### src/rtl/uart_pkg.sv
// Shared definitions for the UART receive path: FSM states, parity modes and
// the legal parameter envelope.
package uart_pkg;

  typedef enum logic [2:0] {
    IDLE,
    START,
    DATA,
    PARITY,
    STOP,
    BREAK_WAIT
  } rx_state_e;

  localparam bit PAR_EVEN = 1'b0;
  localparam bit PAR_ODD  = 1'b1;

  localparam int DATA_BITS_MIN  = 5;
  localparam int DATA_BITS_MAX  = 9;
  localparam int OVERSAMPLE_MIN = 4;
  localparam int OVERSAMPLE_MAX = 16;
  localparam int STOP_BITS_MIN  = 1;
  localparam int STOP_BITS_MAX  = 2;

  function automatic bit cfg_legal(input int db, input int os, input int sb);
    return (db >= DATA_BITS_MIN) && (db <= DATA_BITS_MAX) &&
           (os >= OVERSAMPLE_MIN) && (os <= OVERSAMPLE_MAX) && ((os % 2) == 0) &&
           (sb >= STOP_BITS_MIN) && (sb <= STOP_BITS_MAX);
  endfunction

endpackage

### src/rtl/uart_rx_sync.sv
// Two-flop synchronizer for an idle-high serial line; resets to 1 so a reset
// never looks like a start bit.
module uart_rx_sync (
  input  logic clk,
  input  logic rst_n,
  input  logic d_i,
  output logic q_o
);

  logic [1:0] sync_q;

  always_ff @(posedge clk) begin
    if (!rst_n) sync_q <= 2'b11;
    else        sync_q <= {sync_q[0], d_i};
  end

  assign q_o = sync_q[1];

endmodule

### src/rtl/uart_rx_param.sv
// Oversampled UART receiver: mid-bit sampling, false-start rejection,
// configurable framing and a valid/ready holding register with error flags.
module uart_rx_param
  import uart_pkg::*;
#(
  parameter int DATA_BITS  = 8,
  parameter int OVERSAMPLE = 4,
  parameter int PARITY_EN  = 0,
  parameter int PARITY_ODD = 0,
  parameter int STOP_BITS  = 1
) (
  input  logic                 bclk,
  input  logic                 reset,
  input  logic                 rx_data,
  output logic [DATA_BITS-1:0] rhr_data,
  output logic                 rx_valid,
  input  logic                 rx_ready,
  output logic                 parity_err,
  output logic                 frame_err,
  output logic                 overrun,
  output logic                 busy
);

  if (!cfg_legal(DATA_BITS, OVERSAMPLE, STOP_BITS)) begin : g_bad_cfg
    $error("uart_rx_param: illegal DATA_BITS/OVERSAMPLE/STOP_BITS combination");
  end

  localparam int TICK_W = $clog2(OVERSAMPLE);
  localparam int BIT_W  = $clog2(DATA_BITS + 1);

  localparam logic [TICK_W-1:0] TICK_MID  = TICK_W'(OVERSAMPLE / 2 - 1);
  localparam logic [TICK_W-1:0] TICK_LAST = TICK_W'(OVERSAMPLE - 1);
  localparam logic [BIT_W-1:0]  BIT_LAST  = BIT_W'(DATA_BITS - 1);
  localparam logic [BIT_W-1:0]  STOP_LAST = BIT_W'(STOP_BITS - 1);
  localparam bit                PAR_MODE  = (PARITY_ODD != 0) ? PAR_ODD : PAR_EVEN;

  logic rx_s;

  uart_rx_sync u_sync (
    .clk   (bclk),
    .rst_n (reset),
    .d_i   (rx_data),
    .q_o   (rx_s)
  );

  rx_state_e            state_q;
  logic [TICK_W-1:0]    tick_q;
  logic [BIT_W-1:0]     bit_q;
  logic [DATA_BITS-1:0] shift_q;
  logic [DATA_BITS-1:0] rhr_q;
  logic                 valid_q, perr_q, ferr_q, ovr_q, busy_q;
  // Per-frame accumulators; only copied to the outputs on completion.
  logic                 fperr_q, fferr_q, brk_q;

  logic done_d, hs_d, fferr_d, brk_d;

  always_comb begin
    fferr_d = fferr_q | ~rx_s;
    brk_d   = brk_q & ~rx_s;
    hs_d    = valid_q & rx_ready;
    done_d  = (state_q == STOP) && (tick_q == TICK_LAST) && (bit_q == STOP_LAST);
  end

  always_ff @(posedge bclk) begin
    if (!reset) begin
      state_q <= IDLE;
      tick_q  <= '0;
      bit_q   <= '0;
      shift_q <= '0;
      rhr_q   <= '0;
      valid_q <= 1'b0;
      perr_q  <= 1'b0;
      ferr_q  <= 1'b0;
      ovr_q   <= 1'b0;
      busy_q  <= 1'b0;
      fperr_q <= 1'b0;
      fferr_q <= 1'b0;
      brk_q   <= 1'b0;
    end else begin
      if (hs_d) begin
        valid_q <= 1'b0;
        perr_q  <= 1'b0;
        ferr_q  <= 1'b0;
        ovr_q   <= 1'b0;
      end
      // A completion on the handshake cycle overrides the clear above.
      if (done_d) begin
        if (!valid_q || rx_ready) begin
          rhr_q   <= shift_q;
          perr_q  <= fperr_q;
          ferr_q  <= fferr_d;
          valid_q <= 1'b1;
        end else begin
          ovr_q <= 1'b1;
        end
      end

      case (state_q)
        IDLE: begin
          if (!rx_s) begin
            state_q <= START;
            tick_q  <= '0;
            busy_q  <= 1'b1;
          end
        end
        START: begin
          if (tick_q == TICK_MID) begin
            tick_q  <= '0;
            bit_q   <= '0;
            fperr_q <= 1'b0;
            fferr_q <= 1'b0;
            brk_q   <= 1'b1;
            if (rx_s) begin
              state_q <= IDLE;
              busy_q  <= 1'b0;
            end else begin
              state_q <= DATA;
            end
          end else begin
            tick_q <= tick_q + TICK_W'(1);
          end
        end
        DATA: begin
          if (tick_q == TICK_LAST) begin
            tick_q  <= '0;
            shift_q <= {rx_s, shift_q[DATA_BITS-1:1]};
            brk_q   <= brk_d;
            if (bit_q == BIT_LAST) begin
              bit_q   <= '0;
              state_q <= (PARITY_EN != 0) ? PARITY : STOP;
            end else begin
              bit_q <= bit_q + BIT_W'(1);
            end
          end else begin
            tick_q <= tick_q + TICK_W'(1);
          end
        end
        PARITY: begin
          if (tick_q == TICK_LAST) begin
            tick_q  <= '0;
            fperr_q <= ((^shift_q) ^ rx_s) != PAR_MODE;
            state_q <= STOP;
          end else begin
            tick_q <= tick_q + TICK_W'(1);
          end
        end
        STOP: begin
          if (tick_q == TICK_LAST) begin
            tick_q  <= '0;
            fferr_q <= fferr_d;
            brk_q   <= brk_d;
            if (bit_q == STOP_LAST) begin
              bit_q <= '0;
              if (brk_d) begin
                state_q <= BREAK_WAIT;
              end else begin
                state_q <= IDLE;
                busy_q  <= 1'b0;
              end
            end else begin
              bit_q <= bit_q + BIT_W'(1);
            end
          end else begin
            tick_q <= tick_q + TICK_W'(1);
          end
        end
        BREAK_WAIT: begin
          if (rx_s) begin
            state_q <= IDLE;
            busy_q  <= 1'b0;
          end
        end
        default: begin
          state_q <= IDLE;
          busy_q  <= 1'b0;
        end
      endcase
    end
  end

  assign rhr_data   = rhr_q;
  assign rx_valid   = valid_q;
  assign parity_err = perr_q;
  assign frame_err  = ferr_q;
  assign overrun    = ovr_q;
  assign busy       = busy_q;

endmodule
### config.mk
export PLATFORM = sky130hd
export DESIGN_NAME = uart_rx_param
export DESIGN_NICKNAME = d
export VERILOG_FILES = /design/src/rtl/uart_pkg.sv /design/src/rtl/uart_rx_sync.sv /design/src/rtl/uart_rx_param.sv
export SDC_FILE = /design/constraint.sdc
export NUM_CORES = 1
export LEC_CHECK = 0
export BUFFER_PORTS_ARGS = -buffer_cell sky130_fd_sc_hd__buf_2
export CORE_MARGIN = 4
export CORE_UTILIZATION = 30
export CTS_CLUSTER_SIZE = 12
export DETAILED_ROUTE_END_ITERATION = 10
export MAX_ROUTING_LAYER = met4
export PLACE_DENSITY_LB_ADDON = 0.3
export SLEW_MARGIN = 20
export SYNTH_ARGS = -nofsm -noshare
export SYNTH_HDL_FRONTEND = slang
export SYNTH_SLANG_ARGS = --single-unit
export TNS_END_PERCENT = 100
### constraint.sdc
create_clock -name bclk -period 3 [get_ports bclk]
set_clock_uncertainty 0.15 [all_clocks]
set_input_delay 0.45 -clock bclk [delete_from_list [all_inputs] [get_ports bclk]]
set_output_delay 0.45 -clock bclk [all_outputs]
set_load 0.03 [all_outputs]
### Word level (Yosys, flattened, before mapping)

Cells that the tools add are included.

* add/sub/neg operators: 2
* eq/ne operators: 18
* bitwise gates (word level): 6
* multiplexer cells: 48
* reductions and logical operators: 24

Operators with widths (number)
* 3-bit 2-to-1 mux: 9
* 1-bit 2-to-1 mux: 23
* 4-bit 2-to-1 mux: 5
* 3-bit case mux with 6 select lines: 1
* 2-bit != test, second input constant: 6
* 4-bit case mux with 3 select lines: 1
* 3-bit AND reduction: 3
* 2-bit 2-to-1 mux: 4
* 2-bit by 1-bit != test with 1-bit output, second input constant: 4
* 8-bit AND reduction: 1
* 8-bit parity: 1
* 3-bit by 2-bit equality test with 1-bit output, second input constant: 2
* 3-bit equality test, second input constant: 2
* 1-bit case mux with 2 select lines: 3
* 2-bit case mux with 3 select lines: 1
* 2-bit AND reduction: 3
* 6-bit AND reduction: 1
* 2-bit nonzero test: 3
* 3-bit nonzero test: 2
* 1-bit case mux with 5 select lines: 1
* 4-bit by 1-bit adder with 4-bit output, second input constant: 1
* 4-bit by 3-bit equality test with 1-bit output, second input constant: 1
* 4-bit zero test: 1
* 4-bit AND reduction: 1
* other kinds (14): 18

* output and inout port bits: 13
* bits of input ports: 4
* flip-flop bits (word level): 35
* word-level logic and storage cells: 112

### Depth between registers and ports, before layout

Gate-level depths: netlist of the first run.

* depth after elaboration: 6
* depth in mapped cells: 8
* gate-level depth less buffers: 7

### By module

A second synthesis of the first run with hierarchy kept.

* cell total of the unflattened synthesis: 224
* area, all modules: 1881.8 um^2

Modules (own cells, without submodules)
* uart_rx_param: area an instance 1829.3 um^2, seq. area each 660.6 um^2, instances 1, cells each 220
* uart_rx_sync: area an instance 52.6 um^2, seq. area each 40.0 um^2, instances 1, cells each 4

### Worst setup path before layout of the first run

Ideal clock, no wire load.

* kind: flip-flop to flip-flop
* start point: register tick_q[0]
* end point: register bit_q[1]
* stages on the path, launching flop included: 8
* arrival time: 1.602 ns
* setup slack: 1.185 ns
* period minus slack after synthesis: 1.815 ns
* setup time: 0.063 ns
* path buffers: 1
* required time: 2.787 ns
* cells stage by stage: dfxtp_1 -> ha_1 -> and4bb_2 -> and3b_1 -> buf_6 -> a2111oi_4 -> a21oi_2 -> nor2_2

* word-level cells in the longest chain between the ends: 3
* elaborated cells on any way between the ends: 6
* those cells by class: eq/ne (5); reduce/logical (1)

RTL lines
* from (decl): line uart_rx_param.sv:47 `logic [TICK_W-1:0] tick_q;`
* from (signal assigned): line uart_rx_param.sv:120 `tick_q <= tick_q + TICK_W'(1);`
* from (signal assigned): line uart_rx_param.sv:135 `tick_q <= tick_q + TICK_W'(1);`
* from (signal assigned): line uart_rx_param.sv:144 `tick_q <= tick_q + TICK_W'(1);`
* 2-bit equality test / 2-bit by 1-bit equality test with 1-bit output (equally long branches): line uart_rx_param.sv:124, uart_rx_param.sv:148, uart_rx_param.sv:107
* 2-bit != test (no line) / 2-bit by 1-bit != test with 1-bit output (equally long branches)
* 4-bit AND reduction (no line) *
* to (signal assigned): line uart_rx_param.sv:132 `bit_q <= bit_q + BIT_W'(1);`
* to (signal assigned): line uart_rx_param.sv:161 `bit_q <= bit_q + BIT_W'(1);`
* to (decl): line uart_rx_param.sv:48 `logic [BIT_W-1:0] bit_q;`

Every way passes the cells marked *; elsewhere a longest branch is shown, timed or not.
A chain may end at the register's enable or synchronous reset.

### Worst setup path after layout of the first run

* start point: register tick_q[0]
* end point: register bit_q[3]

The elaborated chain is that of the path after synthesis.

==> results of run 1 <==
[sequential cells by signal (all words and copies together), names as in the netlist, 2 cells and up]
signal         cells
state_q            3
bit_q              4
rhr_data           8
tick_q             2
u_sync.sync_q      2
shift_q            8
[per-layer routing]
metal,up-vias,share of wire [%],wire (um)
li1,722,-,-
met2,26,42,1520
met4,0,1.7,62
met5,-,0,0
met1,645,52,1880
met3,5,4.0,145
[cells in the mapped netlist, types with 2 or more instances]
| master | instances | area share [%] |
|---|---|---|
| dfxtp_1 | 35 | 39 |
| nand2_1 | 29 | 6.1 |
| nor2_1 | 21 | 4.4 |
| a21oi_1 | 19 | 5.3 |
| mux2i_1 | 9 | 5.1 |
| inv_1 | 7 | 1.5 |
| nand2b_1 | 7 | 2.5 |
| ha_1 | 5 | 3.5 |
| xnor2_1 | 5 | 2.5 |
| o21a_1 | 4 | 1.7 |
| o21ai_0 | 4 | 1.1 |
| buf_2 | 3 | 0.84 |
| buf_6 | 3 | 1.9 |
| clkbuf_1 | 3 | 0.63 |
| nor2b_1 | 3 | 1.1 |
| nor3b_1 | 3 | 1.3 |
| a31oi_1 | 2 | 0.70 |
| and2_1 | 2 | 0.70 |
| and3_1 | 2 | 0.70 |
| and3b_1 | 2 | 0.98 |
| nand4_1 | 2 | 0.70 |
| nand4bb_1 | 2 | 1.3 |
| nor3b_2 | 2 | 1.4 |
| o32ai_1 | 2 | 0.98 |
[how the worst min path moves through the flow]
stage,startpoint,to,slack [ns],depth (start not counted)
3_3_place_gp,u_sync.sync_q[0]$_SDFF_PN1_,u_sync.sync_q[1]$_SDFF_PN1_,0.24,1
3_5_place_dp,u_sync.sync_q[0]$_SDFF_PN1_,u_sync.sync_q[1]$_SDFF_PN1_,0.25,1
4_1_cts,rx_data,u_sync.sync_q[0]$_SDFF_PN1_,0.19,2
5_1_grt,rx_data,u_sync.sync_q[0]$_SDFF_PN1_,0.19,2
6_report,rx_data,u_sync.sync_q[0]$_SDFF_PN1_,0.19,2
2_1_floorplan,u_sync.sync_q[0]$_SDFF_PN1_,u_sync.sync_q[1]$_SDFF_PN1_,0.24,1
[area by class of cell]
class	count	area [um^2]	share of cell area [%]
clock inverters	2	60.1	2.96
repair buffers	19	103	5.05
well taps	72	90.1	4.43
inverters	8	30.0	1.48
clock buffers	6	72.6	3.57
flip-flops and latches	35	701	34.5
multi-input cells	148	976	48.0
[logic make-up after synthesis]
group	count (synthesis)	synth area share [%]
compound gates	43	16.8
xor+xnor	7	4.21
fa+ha+maj	5	3.51
buf+inv	20	5.96
flops	35	39.3
mux	10	5.68
simple gates	83	24.5
[worst register-to-register path: stages (launching register included)]
cell       delay (ns)
dfxtp_1          0.39
ha_1             0.32
nand4bb_1        0.39
and3b_1          0.46
nand2b_1         0.23
nor3_2           0.16
o21a_1           0.13
[metrics by stage]
stage	worst slack, ns	hold WS [ns]	utilization [%]
floorplan	1.18	0.236	-
global placement	0.792	0.240	33.7
detailed placement	0.761	0.250	33.7
CTS	0.721	0.191	36.0
global route	0.516	0.192	36.0
finish	0.721	0.194	36.0
[layout by cell type, fill, tap and decap left out, types with 4 or more instances in the layout]
cell type,n
buf_2,16
inv_1,7
clkbuf_8,5
mux2i_1,9
o21a_1,4
ha_1,5
nor2_1,21
a21oi_1,19
nand2_1,29
xnor2_1,5
o21ai_0,4
nand2b_1,7
dfxtp_1,35
[power by group through the flow]
stage	clock network [mW]	logic (mW)	registers, mW
global route	0.539	0.0387	0.471
detailed placement	0	0.0352	0.482
CTS	0.515	0.0352	0.471
finish	0.502	0.0353	0.471
floorplan	0	0.0261	0.481
global placement	0	0.0350	0.482
==> key figures, run 1 <==
Outcome
  • Outcome: finished clean

Clock tree
  • Clock Path Buffers: 2
  • Post-CTS Setup Repair Bufs: 0
  • Clock Latency Late Sink: 0.28 ns
  • Post-CTS Resized: 0
  • CTS Root Cell: clkbuf_8
  • H-tree depth: 2
  • CTS Hold Bufs: 0
  • Clock transition at path regs: 0.07 ns
  • # clock sinks: 35
  • CTS tree: yes
  • Cts bufs inserted: 5

Cells and area
  • Area delta synth->final: 14.0%
  • Final cell count without fillers: 290
  • Share of layout cells above drive strength 1: 17.0%
  • Fin area: 0.00203 mm^2
  • # fillers: 571
  • Nets: 226
  • ANT cells: 0

Yosys
  • Register area share after synthesis: 39.3%
  • Mean Syn Cell Area: 8.78 um^2
  • FF+latch count, synth: 35
  • Yosys cell types: 51
  • Synthesis Warnings: 0
  • Syn_nets: 212
  • Synthesized instance count: 203
  • Synth Flop Type: dfxtp_1
  • Synthesized cell area: 0.00178 mm^2
  • Async SR Flop Fraction: 0%
  • Post-synth EDFFs: 0

Global routing
  • Gr usage total: 11.1%
  • Largest net degree at the start of global routing: 28
  • GR Util met3: 3.01%
  • Initial antenna violation count: 0
  • Total gr overflow: 0
  • Most used routing layer in global routing: met2
  • First-pass GRT wire length: 6.30 mm
  • GR Util met1: 14.8%
  • Met2 GRT Util: 15.7%
  • Number of global-route vias before repair: 1335

Floorplanning
  • Die X: 85.1 um
  • Std-Cell Rows: 27
  • # IOs: 17
  • DIE HEIGHT: 85.1 um
  • Die area: 0.00724 mm^2
  • Initial core utilization: 31.6%
  • CORE AREA: 0.00564 mm^2

Drt
  • Residual DRC count: 0
  • First drt pass iteration count: 4
  • Vias per cell: 4.82
  • Vias: 1398
  • Wire per inst: 12.4 um
  • Final ANT Viol Nets: 0
  • Initial DRC Count: 112
  • Final wirelength: 3.61 mm

Power and ir drop
  • Clock Power Share: 49.8%
  • Total net switching power: 0.196 mW
  • Comb pwr share: 3.5%
  • Total Power: 1.01 mW
  • Leak: 0.826 nW
  • Flop pwr share: 46.7%
  • Switching part of the total power: 19.5%
  • Pint: 0.813 mW
  • Maximum VDD drop: 0.235 mV
  • Power density over the cells: 497 mW/mm^2

Worst setup path
  • Worst path depth: 6
  • Kind of end point of the critical path: register
  • Worst path cell trace: ha_1 -> nand4bb_1 -> and3b_1 -> nand2b_1 -> nor3_2 -> o21a_1
  • Crit path to: bit_q[3]$_SDFFE_PN0P_
  • Crit path buffers/inverters: 0
  • Critical R2R Capture: bit_q[3]$_SDFFE_PN0P_
  • Crit Path Max Fanout: 9
  • CP arrival: 2.36 ns
  • Register-to-Register Path Depth: 6
  • Worst reg2reg startpoint: tick_q[0]$_SDFFE_PN0P_
  • CP max-delay cell: and3b_1
  • R2R Setup Slk: 0.72 ns
  • Family with the most delay on the worst path: simple AND/OR/NAND/NOR gates
  • Crit start category: register
  • Origin of the worst setup path: tick_q[0]$_SDFFE_PN0P_
  • Crit Path Class: register to register
  • Max stage delay on crit path: 0.46 ns
  • Worst EP required: 3.08 ns

Timing
  • Final setup fails: 0
  • Final Slew Violations: 0
  • Final TNS setup: 0 ns
  • Relative slew slack: 64.0%
  • Fin. Hold Viols: 0
  • Tmin final: 2.28 ns
  • Final period utilization: 76.0%
  • Least-Margin Pin Slew: 0.539 ns
  • RSZ-0062 raised after global routing: false
  • Fmax: 439 MHz

Place
  • Final RePlAce weighted congestion: 0.742
  • DP Area: 0.00190 mm^2
  • Placed Cells: 282
  • Detailed-placement wirelength estimate: 2.48 mm
  • Port bufs: 16

Job
  • Max-cap violations: 0

Hold path
  • Worst Hold Class: primary input to register
Note: power is estimated with default switching activity, not from simulation.
==> run 2, diff against run 1 <==
==> constraint.sdc (replaced) <==
create_clock -name bclk -period 2 [get_ports bclk]
set_clock_uncertainty 0.15 [all_clocks]
set_input_delay 0.3 -clock bclk [delete_from_list [all_inputs] [get_ports bclk]]
set_output_delay 0.3 -clock bclk [all_outputs]
set_load 0.03 [all_outputs]
==> key figures, run 2 (same netlist as run 1, synthesis figures left out) <==
Cells and area
  • Multi-input gate area: 996 um^2 (+2.1%)
  • # fillers: 551 (-3.5%)
  • Share of layout cells above drive strength 1: 25.4% (+8.5 points)
  • Final cell count without fillers: 304 (+4.8%)
  • Leading cell types in the layout, fill and taps excluded: 31 x dfxtp_1, 29 x nand2_1, 21 x nor2_1
  • Fin area: 0.00211 mm^2 (+4.1%)
  • ANT cells: 0 (unchanged)
  • Most common cell after layout, fill and taps aside: dfxtp_1
  • Register area: 706 um^2 (+0.71%)
  • Area delta synth->final: 18.6%
  • Final Util: 37.5% (+1.5 points)
  • Nets: 240 (+6.2%)

Timing
  • Final worst setup slack: 0.0773 ns (-0.644 ns)
  • Final TNS setup: 0 ns (unchanged)
  • RSZ-0062 raised after global routing: true
  • Relative slew slack: 75.0% (+11 points)
  • Final period utilization: 96.1% (+20 points)
  • Least-Margin Pin Slew: 0.374 ns (-0.165 ns)
  • Fin Hold WS: 0.0433 ns (-0.151 ns)
  • Final setup fails: 0 (unchanged)
  • Fmax: 520 MHz (+19%)
  • Fin. Hold Viols: 0 (unchanged)
  • Final Slew Violations: 0 (unchanged)
  • Tmin final: 1.92 ns (-0.356 ns)

Clock tree
  • Clock Path Buffers: 2 (unchanged)
  • # clock sinks: 35 (unchanged)
  • H-tree depth: 2 (unchanged)
  • CTS tree: yes
  • Cts bufs inserted: 5 (unchanged)
  • CTS Root Cell: clkbuf_8
  • Clock Latency Late Sink: 0.29 ns (about the same)
  • CTS Hold Bufs: 0 (unchanged)
  • Clock transition at path regs: 0.08 ns (about the same)

Power and ir drop
  • Power density over the cells: 601 mW/mm^2 (+21%)
  • Switching part of the total power: 23.8% (+4.3 points)
  • Leak: 0.871 nW (+5.4%)
  • Comb pwr share: 4.7% (+1.2 points)
  • Flop pwr share: 55.5% (+8.8 points)
  • Clock Power Share: 39.8% (-10 points)
  • Total Power: 1.27 mW (+26%)
  • Maximum VDD drop: 0.231 mV (-1.6%)
  • Pint: 0.969 mW (+19%)
  • Total net switching power: 0.302 mW (+54%)

Floorplanning
  • # IOs: 17 (unchanged)
  • Std-Cell Rows: 27 (unchanged)
  • CORE AREA: 0.00564 mm^2 (unchanged)
  • Initial core utilization: 31.6% (unchanged)
  • DIE HEIGHT: 85.1 um (unchanged)
  • Die area: 0.00724 mm^2 (unchanged)
  • Die X: 85.1 um (unchanged)

Job
  • Max-cap violations: 0 (unchanged)

Place
  • Port bufs: 16 (unchanged)
  • Detailed-placement wirelength estimate: 2.68 mm (+8.4%)
  • Pre-CTS worst setup slack: -0.0314 ns (-0.792 ns)
  • DP Area: 0.00199 mm^2 (+4.7%)
  • Placed Cells: 294 (+4.3%)
  • Final RePlAce weighted congestion: 0.782 (+5.4%)

Hold path
  • Worst Hold Class: primary input to register

Outcome
  • Outcome: finished clean

Worst setup path
  • Worst EP required: 2.05 ns (-1.03 ns)
  • CP max-delay cell: dfxtp_1
  • CP arrival: 1.97 ns (-0.39 ns)
  • Max stage delay on crit path: 0.40 ns (-0.06 ns)
  • Crit Path Class: register to register
  • Crit start category: register
  • Worst path cell trace: ha_2 -> nor3b_1 -> o31ai_2 -> nand2_1 -> or2_1 -> o41ai_2
  • Kind of end point of the critical path: register
  • R2R Setup Slk: 0.08 ns (-0.64 ns)
  • Crit Path Max Fanout: 6 (-3)

Global routing
  • Total gr overflow: 0 (unchanged)
  • Largest net degree at the start of global routing: 15 (-46%)
  • Number of global-route vias before repair: 1333 (-0.15%)
  • First-pass GRT wire length: 6.33 mm (+0.56%)
  • Initial antenna violation count: 0 (unchanged)
  • Gr usage total: 11.3% (+0.17 points)

Drt
  • Vias: 1423 (+1.8%)
  • Wire per inst: 12.2 um (-1.7%)
  • Vias per cell: 4.68 (-2.9%)
  • Residual DRC count: 0 (unchanged)
  • First drt pass iteration count: 4 (unchanged)
  • Final wirelength: 3.72 mm (+3.0%)
  • Initial DRC Count: 89 (-21%)
  • Final ANT Viol Nets: 0 (unchanged)
## run 2: cell types whose count changed in the layout (fill, tap and decap cells not counted), sizes merged
cell      before  now
buf           19   33
clkinv         1    2
clkinvlp       0    1
bufinv         2    0
## run 2: repair_timing
action,CTS,global route
gates resized for setup,1,8
pin swaps,0,3
buffers inserted,0,2
setup endpoints to repair,1,9
## run 2: power groups by stage
stage                     clock network [mW]  registers, mW  logic (mW)
after global placement                     0          0.721      0.0568
final                                  0.506          0.706      0.0600
after floorplan                            0          0.722      0.0392
after CTS                              0.527          0.705      0.0575
after global routing                   0.561          0.706      0.0665
after detailed placement                   0          0.721      0.0566
## run 2: worst paths after layout
kind                                                   from                          end  cells after the start
worst max-delay path                 tick_q[1]$_SDFFE_PN0P_      state_q[0]$_SDFFE_PN0P_                      6
worst min-delay path                                rx_data  u_sync.sync_q[0]$_SDFF_PN1_                      2
worst max register to register       tick_q[1]$_SDFFE_PN0P_      state_q[0]$_SDFFE_PN0P_                      6
worst min register to register  u_sync.sync_q[0]$_SDFF_PN1_  u_sync.sync_q[1]$_SDFF_PN1_                      1
## run 2: worst max-delay path, delay by kind of cell, from the launching register on
kind | cells | cell delay, ns
flops | 1 | 0.40
simple gates | 3 | 0.50
fa+ha+maj | 1 | 0.26
compound gates | 2 | 0.51
## run 2: per-layer routing
metal	global-route usage [%]	part of all wire [%]	wire [um]	up-vias
met4	5.18	2.3	87	0
met2	16.3	43	1610	27
met3	3.11	4.1	152	8
met5	-	0	0	-
met1	14.5	50	1870	636
li1	-	-	-	752
## run 2: layout make-up
| cell class | count | area share (%) |
|---|---|---|
| Timing Repair Buffer | 33 | 9.82 |
| Clock buffer | 6 | 3.43 |
| Multi-Input combinational cell | 148 | 47.1 |
| Sequential cell | 35 | 33.4 |
| Inverter | 8 | 1.42 |
| Clock inverter | 2 | 0.592 |
| Tap cell | 72 | 4.26 |
